**src/rtl/hazard_scoreboard.sv**
```systemverilog
// rtl/hazard_scoreboard.sv - D-stage hazard scoreboard with forward select and MDU interlock
module hazard_scoreboard #(
   parameter int NSTAGE   = 3,
   parameter int TW       = 3,
   parameter int MULT_CYC = 5,
   parameter int DIV_CYC  = 10
) (
   input  logic          clk,
   input  logic          rst_n,
   input  logic          D_valid,
   input  logic [4:0]    D_rs,
   input  logic [4:0]    D_rt,
   input  logic [TW-1:0] D_Tuse_rs,
   input  logic [TW-1:0] D_Tuse_rt,
   input  logic          D_RegWr,
   input  logic [4:0]    D_RegAddr,
   input  logic [TW-1:0] D_Tnew,
   input  logic          D_mdu_start,
   input  logic          D_mdu_div,
   input  logic          D_mdu_use,
   output logic          Stall,
   output logic [2:0]    fwd_rs_sel,
   output logic [2:0]    fwd_rt_sel,
   output logic          mdu_busy
);

   localparam int CW = $clog2(DIV_CYC + 1);

   // Scoreboard: stage 0 = E, stage 1 = M, ...
   logic [NSTAGE-1:0]         wr_q, wr_d;
   logic [NSTAGE-1:0][4:0]    addr_q, addr_d;
   logic [NSTAGE-1:0][TW-1:0] tnew_q, tnew_d;
   logic [CW-1:0]             cnt_q, cnt_d;

   logic raw_haz;
   logic issue;

   // RAW hazard detection across all tracked stages, plus the MDU interlock
   always_comb begin
      raw_haz = 1'b0;
      for (int i = 0; i < NSTAGE; i++) begin
         if (wr_q[i] && addr_q[i] == D_rs && D_rs != 5'd0 && tnew_q[i] > D_Tuse_rs)
            raw_haz = 1'b1;
         if (wr_q[i] && addr_q[i] == D_rt && D_rt != 5'd0 && tnew_q[i] > D_Tuse_rt)
            raw_haz = 1'b1;
      end
      mdu_busy = (cnt_q != '0);
      Stall    = D_valid && (raw_haz || (D_mdu_use && mdu_busy));
      issue    = D_valid && !Stall;
   end

   // Forward select: youngest matching stage wins; forward only once its result is ready
   always_comb begin
      logic found_rs;
      logic found_rt;
      found_rs   = 1'b0;
      found_rt   = 1'b0;
      fwd_rs_sel = 3'd0;
      fwd_rt_sel = 3'd0;
      for (int i = 0; i < NSTAGE; i++) begin
         if (!found_rs && wr_q[i] && addr_q[i] == D_rs && D_rs != 5'd0) begin
            found_rs   = 1'b1;
            fwd_rs_sel = (tnew_q[i] == '0) ? 3'(i + 1) : 3'd0;
         end
         if (!found_rt && wr_q[i] && addr_q[i] == D_rt && D_rt != 5'd0) begin
            found_rt   = 1'b1;
            fwd_rt_sel = (tnew_q[i] == '0) ? 3'(i + 1) : 3'd0;
         end
      end
   end

   // Scoreboard advance: load stage 0 from D (or a bubble), shift the rest with saturating tnew
   always_comb begin
      wr_d   = '0;
      addr_d = '0;
      tnew_d = '0;
      if (issue) begin
         wr_d[0]   = D_RegWr;
         addr_d[0] = D_RegAddr;
         tnew_d[0] = D_Tnew;
      end
      for (int i = 1; i < NSTAGE; i++) begin
         wr_d[i]   = wr_q[i-1];
         addr_d[i] = addr_q[i-1];
         tnew_d[i] = (tnew_q[i-1] == '0) ? '0 : tnew_q[i-1] - 1'b1;
      end
   end

   // MDU busy counter: loads when a start instruction leaves D, otherwise counts down to 0
   always_comb begin
      cnt_d = cnt_q;
      if (issue && D_mdu_start)
         cnt_d = D_mdu_div ? CW'(DIV_CYC) : CW'(MULT_CYC);
      else if (cnt_q != '0)
         cnt_d = cnt_q - 1'b1;
   end

   // State registers
   always_ff @(posedge clk or negedge rst_n) begin
      if (!rst_n) begin
         wr_q   <= '0;
         addr_q <= '0;
         tnew_q <= '0;
         cnt_q  <= '0;
      end else begin
         wr_q   <= wr_d;
         addr_q <= addr_d;
         tnew_q <= tnew_d;
         cnt_q  <= cnt_d;
      end
   end

endmodule

```
**config.mk**
```make
export PLATFORM = sky130hd
export DESIGN_NAME = hazard_scoreboard
export DESIGN_NICKNAME = d
export VERILOG_FILES = /design/src/rtl/hazard_scoreboard.sv
export SDC_FILE = /design/constraint.sdc
export NUM_CORES = 1
export LEC_CHECK = 0
export CORE_ASPECT_RATIO = 1.1
export CORE_UTILIZATION = 35
export DETAILED_ROUTE_END_ITERATION = 6
export SETUP_SLACK_MARGIN = 0.15
export SLEW_MARGIN = 5
export SYNTH_ARGS = -nofsm -noshare
export SYNTH_HDL_FRONTEND = slang
export SYNTH_SLANG_ARGS = --single-unit
```
**constraint.sdc**
```tcl
create_clock -name clk -period 3.6 [get_ports clk]
set_clock_uncertainty 0.05 [all_clocks]
set_input_delay 0.36 -clock clk [delete_from_list [all_inputs] [get_ports clk]]
set_output_delay 0.36 -clock clk [all_outputs]
set_load 0.005 [all_outputs]
```
== Word-level counts from Yosys, hierarchy flattened ==
Index checks and enable logic that the tools add are counted.

* Flip-flop bits (word level): 31
* Memory bits (read-only): 0
* Memories kept: 0
* RAM bits: 0
* Bits in latches: 0
* Output and inout bits: 8
* Input port bits: 31
* Logic and storage cells: 97

* Shift-type cells: 0
* Reduce and logical (&&, ||, !) cells: 47
* $lt $le $gt $ge: 6
* $add $sub $neg: 3
* Div/mod/pow operators: 0
* Eq/ne operators: 6
* Muxes and demuxes: 27
* $mul: 0
* Bitwise logic cells: 0

{| class="wikitable"
|+ Operators with widths
! cell !! count
|-
| $logic_and 1x1->1 || 34
|-
| $eq 5x5->1 || 6
|-
| $mux 3 || 7
|-
| $gt 3x3->1 || 6
|-
| $mux 1 || 14
|-
| $mux 4 || 3
|-
| $reduce_bool 5->1 || 2
|-
| $logic_not 3->1 || 3
|-
| $sub 3x1->3 const B || 2
|-
| $logic_not 1->1 || 5
|-
| $mux 5 || 1
|-
| $mux 2 || 2
|-
| $reduce_bool 4->1 || 1
|-
| $sub 4x1->4 const B || 1
|-
| $reduce_bool 2->1 || 1
|-
| $logic_or 1x1->1 || 1
|}

== Longest topological paths before layout ==
* Depth in word-level cells: 16
* Depth in mapped cells: 9
* Depth with buffers taken out: 9

== Least setup slack after synthesis ==
No wires, ideal clock.

* Path type: input port to flip-flop
* From: in D_rs[2]
* To: reg cnt_q[1]
* Arrival: 1.971 ns
* Required time: 3.425 ns
* Path buffers: 0
* Setup time: 0.125 ns
* Stages: 7
* Slack: 1.454 ns
* Path through: or4_1 nor2_2 nor3_1 a22oi_2 nand4_2 nor3_4 mux2_4

* Longest elaborated chain between the ends: 16
* Elaborated cells on any way between the ends: 26
* Classes of those cells: 3 x eq/ne; 7 x mux; 16 x reduce/logical

{| class="wikitable"
|+ RTL lines
! item !! RTL line !! RTL
|-
| from (decl) || 11 || <nowiki>input logic [4:0] D_rs,</nowiki>
|-
| $eq 5x5->1 || 42 || <nowiki>if (wr_q[i] && addr_q[i] == D_rs && D_rs != 5'd0 && tnew_q[i] > D_Tuse_rs)</nowiki>
|-
| $logic_and 1x1->1 (3 in a row) || 42 ||
|-
| $mux 1 || 42 ||
|-
| $mux 1 || 44 || <nowiki>if (wr_q[i] && addr_q[i] == D_rt && D_rt != 5'd0 && tnew_q[i] > D_Tuse_rt)</nowiki>
|-
| $mux 1 || 42 ||
|-
| $mux 1 || 44 ||
|-
| $mux 1 * || 42 ||
|-
| $mux 1 * || 44 ||
|-
| $logic_or 1x1->1 * || 48 || <nowiki>Stall = D_valid && (raw_haz || (D_mdu_use && mdu_busy));</nowiki>
|-
| $logic_and 1x1->1 * || 48 ||
|-
| $logic_not 1->1 * || 49 || <nowiki>issue = D_valid && !Stall;</nowiki>
|-
| $logic_and 1x1->1 * || 49 ||
|-
| $logic_and 1x1->1 * || 92 || <nowiki>if (issue && D_mdu_start)</nowiki>
|-
| $mux 4 / $reduce_bool 2->1 (equally long branches) || - ||
|-
| to (signal assigned) || 109 || <nowiki>cnt_q <= cnt_d;</nowiki>
|-
| to (decl) || 33 || <nowiki>logic [CW-1:0] cnt_q, cnt_d;</nowiki>
|}

Mark *: on every way between the ends. The rest lies on a longest branch, timed or not.
A chain may end at the register's enable or synchronous reset.

== Worst setup path after layout ==
* From: in D_rs[2]
* To: out Stall

* Longest elaborated chain between the ends: 12
* Elaborated cells on any way between the ends: 21
* Classes of those cells: 3 x eq/ne; 6 x mux; 12 x reduce/logical

{| class="wikitable"
|+ RTL lines
! item !! RTL line !! RTL
|-
| $eq 5x5->1 || 42 ||
|-
| $logic_and 1x1->1 (3 in a row) || 42 ||
|-
| $mux 1 || 42 ||
|-
| $mux 1 || 44 ||
|-
| $mux 1 || 42 ||
|-
| $mux 1 || 44 ||
|-
| $mux 1 * || 42 ||
|-
| $mux 1 * || 44 ||
|-
| $logic_or 1x1->1 * || 48 ||
|-
| $logic_and 1x1->1 * || 48 ||
|-
| to (decl) || 21 || <nowiki>output logic Stall,</nowiki>
|}

Marked as above.

==> results.json <==
{
  "io_pins": 39,
  "met1Wirelength_mm": 1.89,
  "path_class": "primary input to output pin",
  "synth.avg_cell_area_um2": 10.2,
  "cts_sinks": 31,
  "worst_setup_path_start_kind": "primary input",
  "postSynthCellCount": 197,
  "ant_nets": 0,
  "synth_edf_count": 0,
  "endpoint_kind": "output pin",
  "r2r-end": "cnt_q[1]",
  "drt_iter0_drc": 54,
  "synth_seq_area_share": 0.385,
  "final_area_um2": 2560,
  "critPathMaxFanout": 4,
  "clk_path_buf_depth": 2,
  "drive_above_1_share": 0.0871,
  "run_status": "completed",
  "drc": 0,
  "yosys-top-cells-count": "31 x dfrtp_1, 31 x xnor2_1, 24 x ha_1, 21 x inv_1, 10 x and2_1",
  "ff2ff_path_depth": 8,
  "wl_met3_um": 153,
  "rows": 28,
  "n_antenna_cell": 0,
  "async_flop_share": 1.00,
  "syn_to_final_growth_pct": 27.0,
  "yosysTopAreaCellShare": 0.385,
  "hold_class": "register to register",
  "ctsHtreeMaxLevel": 2,
  "period_needed_ns": 3.18,
  "power_switching_w": 0.000331,
  "synthFlopType": "dfrtp_1",
  "cts_inserted_buffers": 5,
  "arrival_ns": 2.77,
  "seqPwrFrac": 0.423,
  "min_from": "wr_q[0]",
  "drv_slew": 0,
  "hold_buffers": 0,
  "setup_ws_ns": 0.421,
  "core_area_um2": 5470,
  "grt_first_pass_wirelength_mm": 6.67,
  "drtPass1Iterations": 4,
  "highest_layer": "met4",
  "hold_viol_final": 0,
  "p_comb_frac": 0.313,
  "cts_resized": 0,
  "io_buffers": 36,
  "wl_per_cell_um": 12.7,
  "timing.final.crit_share": 0.883,
  "ys_types": 31,
  "dpl_cell_area_um2": 2470,
  "gp_congestion": 0.865,
  "rrSetupSlack_ns": 1.32,
  "intPower_w": 0.000718,
  "post_cts_buffers": 0,
  "utilization": 0.469,
  "required_ns": 3.19,
  "cap_violations": 0,
  "rsz0062_at_grt": "no",
  "yosys_register_bits": 31,
  "die_x_um": 74.4,
  "hpwlAfterDp_mm": 3.34,
  "grt_pass1_vias": 1426,
  "layout.cells.non_filler": 316,
  "synth-warning-count": 0,
  "powerDensity_nw_per_um2": 409,
  "placed_cells": 308,
  "fmax_ghz": 0.315,
  "dr_wl_met2_mm": 1.93,
  "dieArea_um2": 6070,
  "grt.total_usage": 0.149,
  "start_util": 0.369,
  "netSwitchingFraction": 0.315,
  "min_delay_path_depth": 0,
  "yosys.area.top_type": "dfrtp_1",
  "clkTransAtPathRegs_ns": 0.07,
  "wl_mm": 4.03,
  "grt_start_max_net_pins": 32,
  "preCtsSetupSlack_ns": 0.440,
  "final-setup-viol-count": 0,
  "p_leak_nw": 1.10,
  "tritoncts": "yes",
  "synth_area_um2": 2020,
  "nNetsFinal": 295,
  "cts-root-buf": "clkbuf_8",
  "r2r-start": "tnew_q[1]",
  "clkPwrFrac": 0.264,
  "gr-total-overflow": 0,
  "ys_top_cells_by_area": "dfrtp_1 38%, ha_1 15%, xnor2_1 13%, inv_1 3.9%, and2_1 3.1%",
  "worst_hold_path.endpoint": "wr_q[1]",
  "via_per_inst": 4.59,
  "vdd_drop_max_v": 0.000211,
  "vias": 1449,
  "tns_ns": 0,
  "antenna_found_initial": 0,
  "clock_latency_ns": 0.29,
  "die_y_um": 81.6
}
metrics by stage:
step / hold slack (ns) / total power (W)
floorplan: 0.0144 / 0.000669
global placement: 0.355 / 0.000778
detailed placement: 0.353 / 0.000781
CTS: 0.376 / 0.00106
global route: 0.400 / 0.00113
finish: 0.379 / 0.00105
kinds of logic (layout without fill, tap and decap cells):
kind of cell	Yosys count	in the layout	synth area share
compound gates	21	21	0.0763
xor+xnor	32	32	0.139
fa+ha+maj	24	24	0.149
buf+inv	23	66	0.0465
flops	31	31	0.385
mux	6	6	0.0360
other cells	1	2	0.00186
simple gates	59	59	0.167
power by group through the flow:
stage          Clock [W]  Combinational (W)  Sequential (W)
2_1_floorplan          0           0.000232        0.000437
5_1_grt         0.000299           0.000376        0.000452
3_3_place_gp           0           0.000329        0.000450
4_1_cts         0.000285           0.000336        0.000443
3_5_place_dp           0           0.000331        0.000450
6_report        0.000277           0.000328        0.000443
state kept, by name, indices dropped and copies added, names as in the netlist:
name,flops
addr_d,10
addr_q,5
cnt_q,4
tnew_q,9
wr_q,3
worst max-delay path: stages:
cell and delay [ns]:
clkdlybuf4s50_1 0.51, or4_1 0.60, nor2_2 0.15, nor3_1 0.11, a22oi_2 0.18, nand4_2 0.18, and2_2 0.23, clkdlybuf4s50_1 0.43
cell type report:
cell class / count / area, um2
fill: 549 / 2900
multi-input combinational: 144 / 1150
sequential: 31 / 776
timing repair buffer: 37 / 368
tap: 75 / 93.8
inverter: 21 / 78.8
clock buffer: 5 / 68.8
clock inverter: 3 / 25.0
routing by layer:
| metal | global-route usage | up-vias |
|---|---|---|
| met5 | 0 | - |
| met4 | 0.0604 | 0 |
| met3 | 0.0307 | 5 |
| met2 | 0.245 | 33 |
| met1 | 0.191 | 662 |
| li1 | - | 749 |
how the worst max path moves through the flow:
stage,startpoint,endpoint
detailed placement,D_rs[2],Stall
CTS,D_rs[2],Stall
finish,D_rs[2],Stall
floorplan,D_rs[2],cnt_q[1]
global placement,D_rt[1],Stall
global route,D_rs[2],Stall
layout by cell type (no fill, tap or decap), drive strengths merged:
cell and n:
clkdlybuf4s50 36, xnor2 31, dfrtp 31, ha 24, inv 21, and2 11, nor2 11, nand2 9
nor3 8, o21ai 7, nand4 7, nor2b 6, a32oi 5, clkbuf 5, mux2 4, a22oi 3
a21oi 3, or3 2, or4 2, nor3b 2, mux2i 2, conb 2, clkinv 2, o21a 1
nand3 1, o211ai 1, a21o 1, xor2 1, clkinvlp 1, buf 1
No activity file was read; power rests on OpenSTA's default activity.
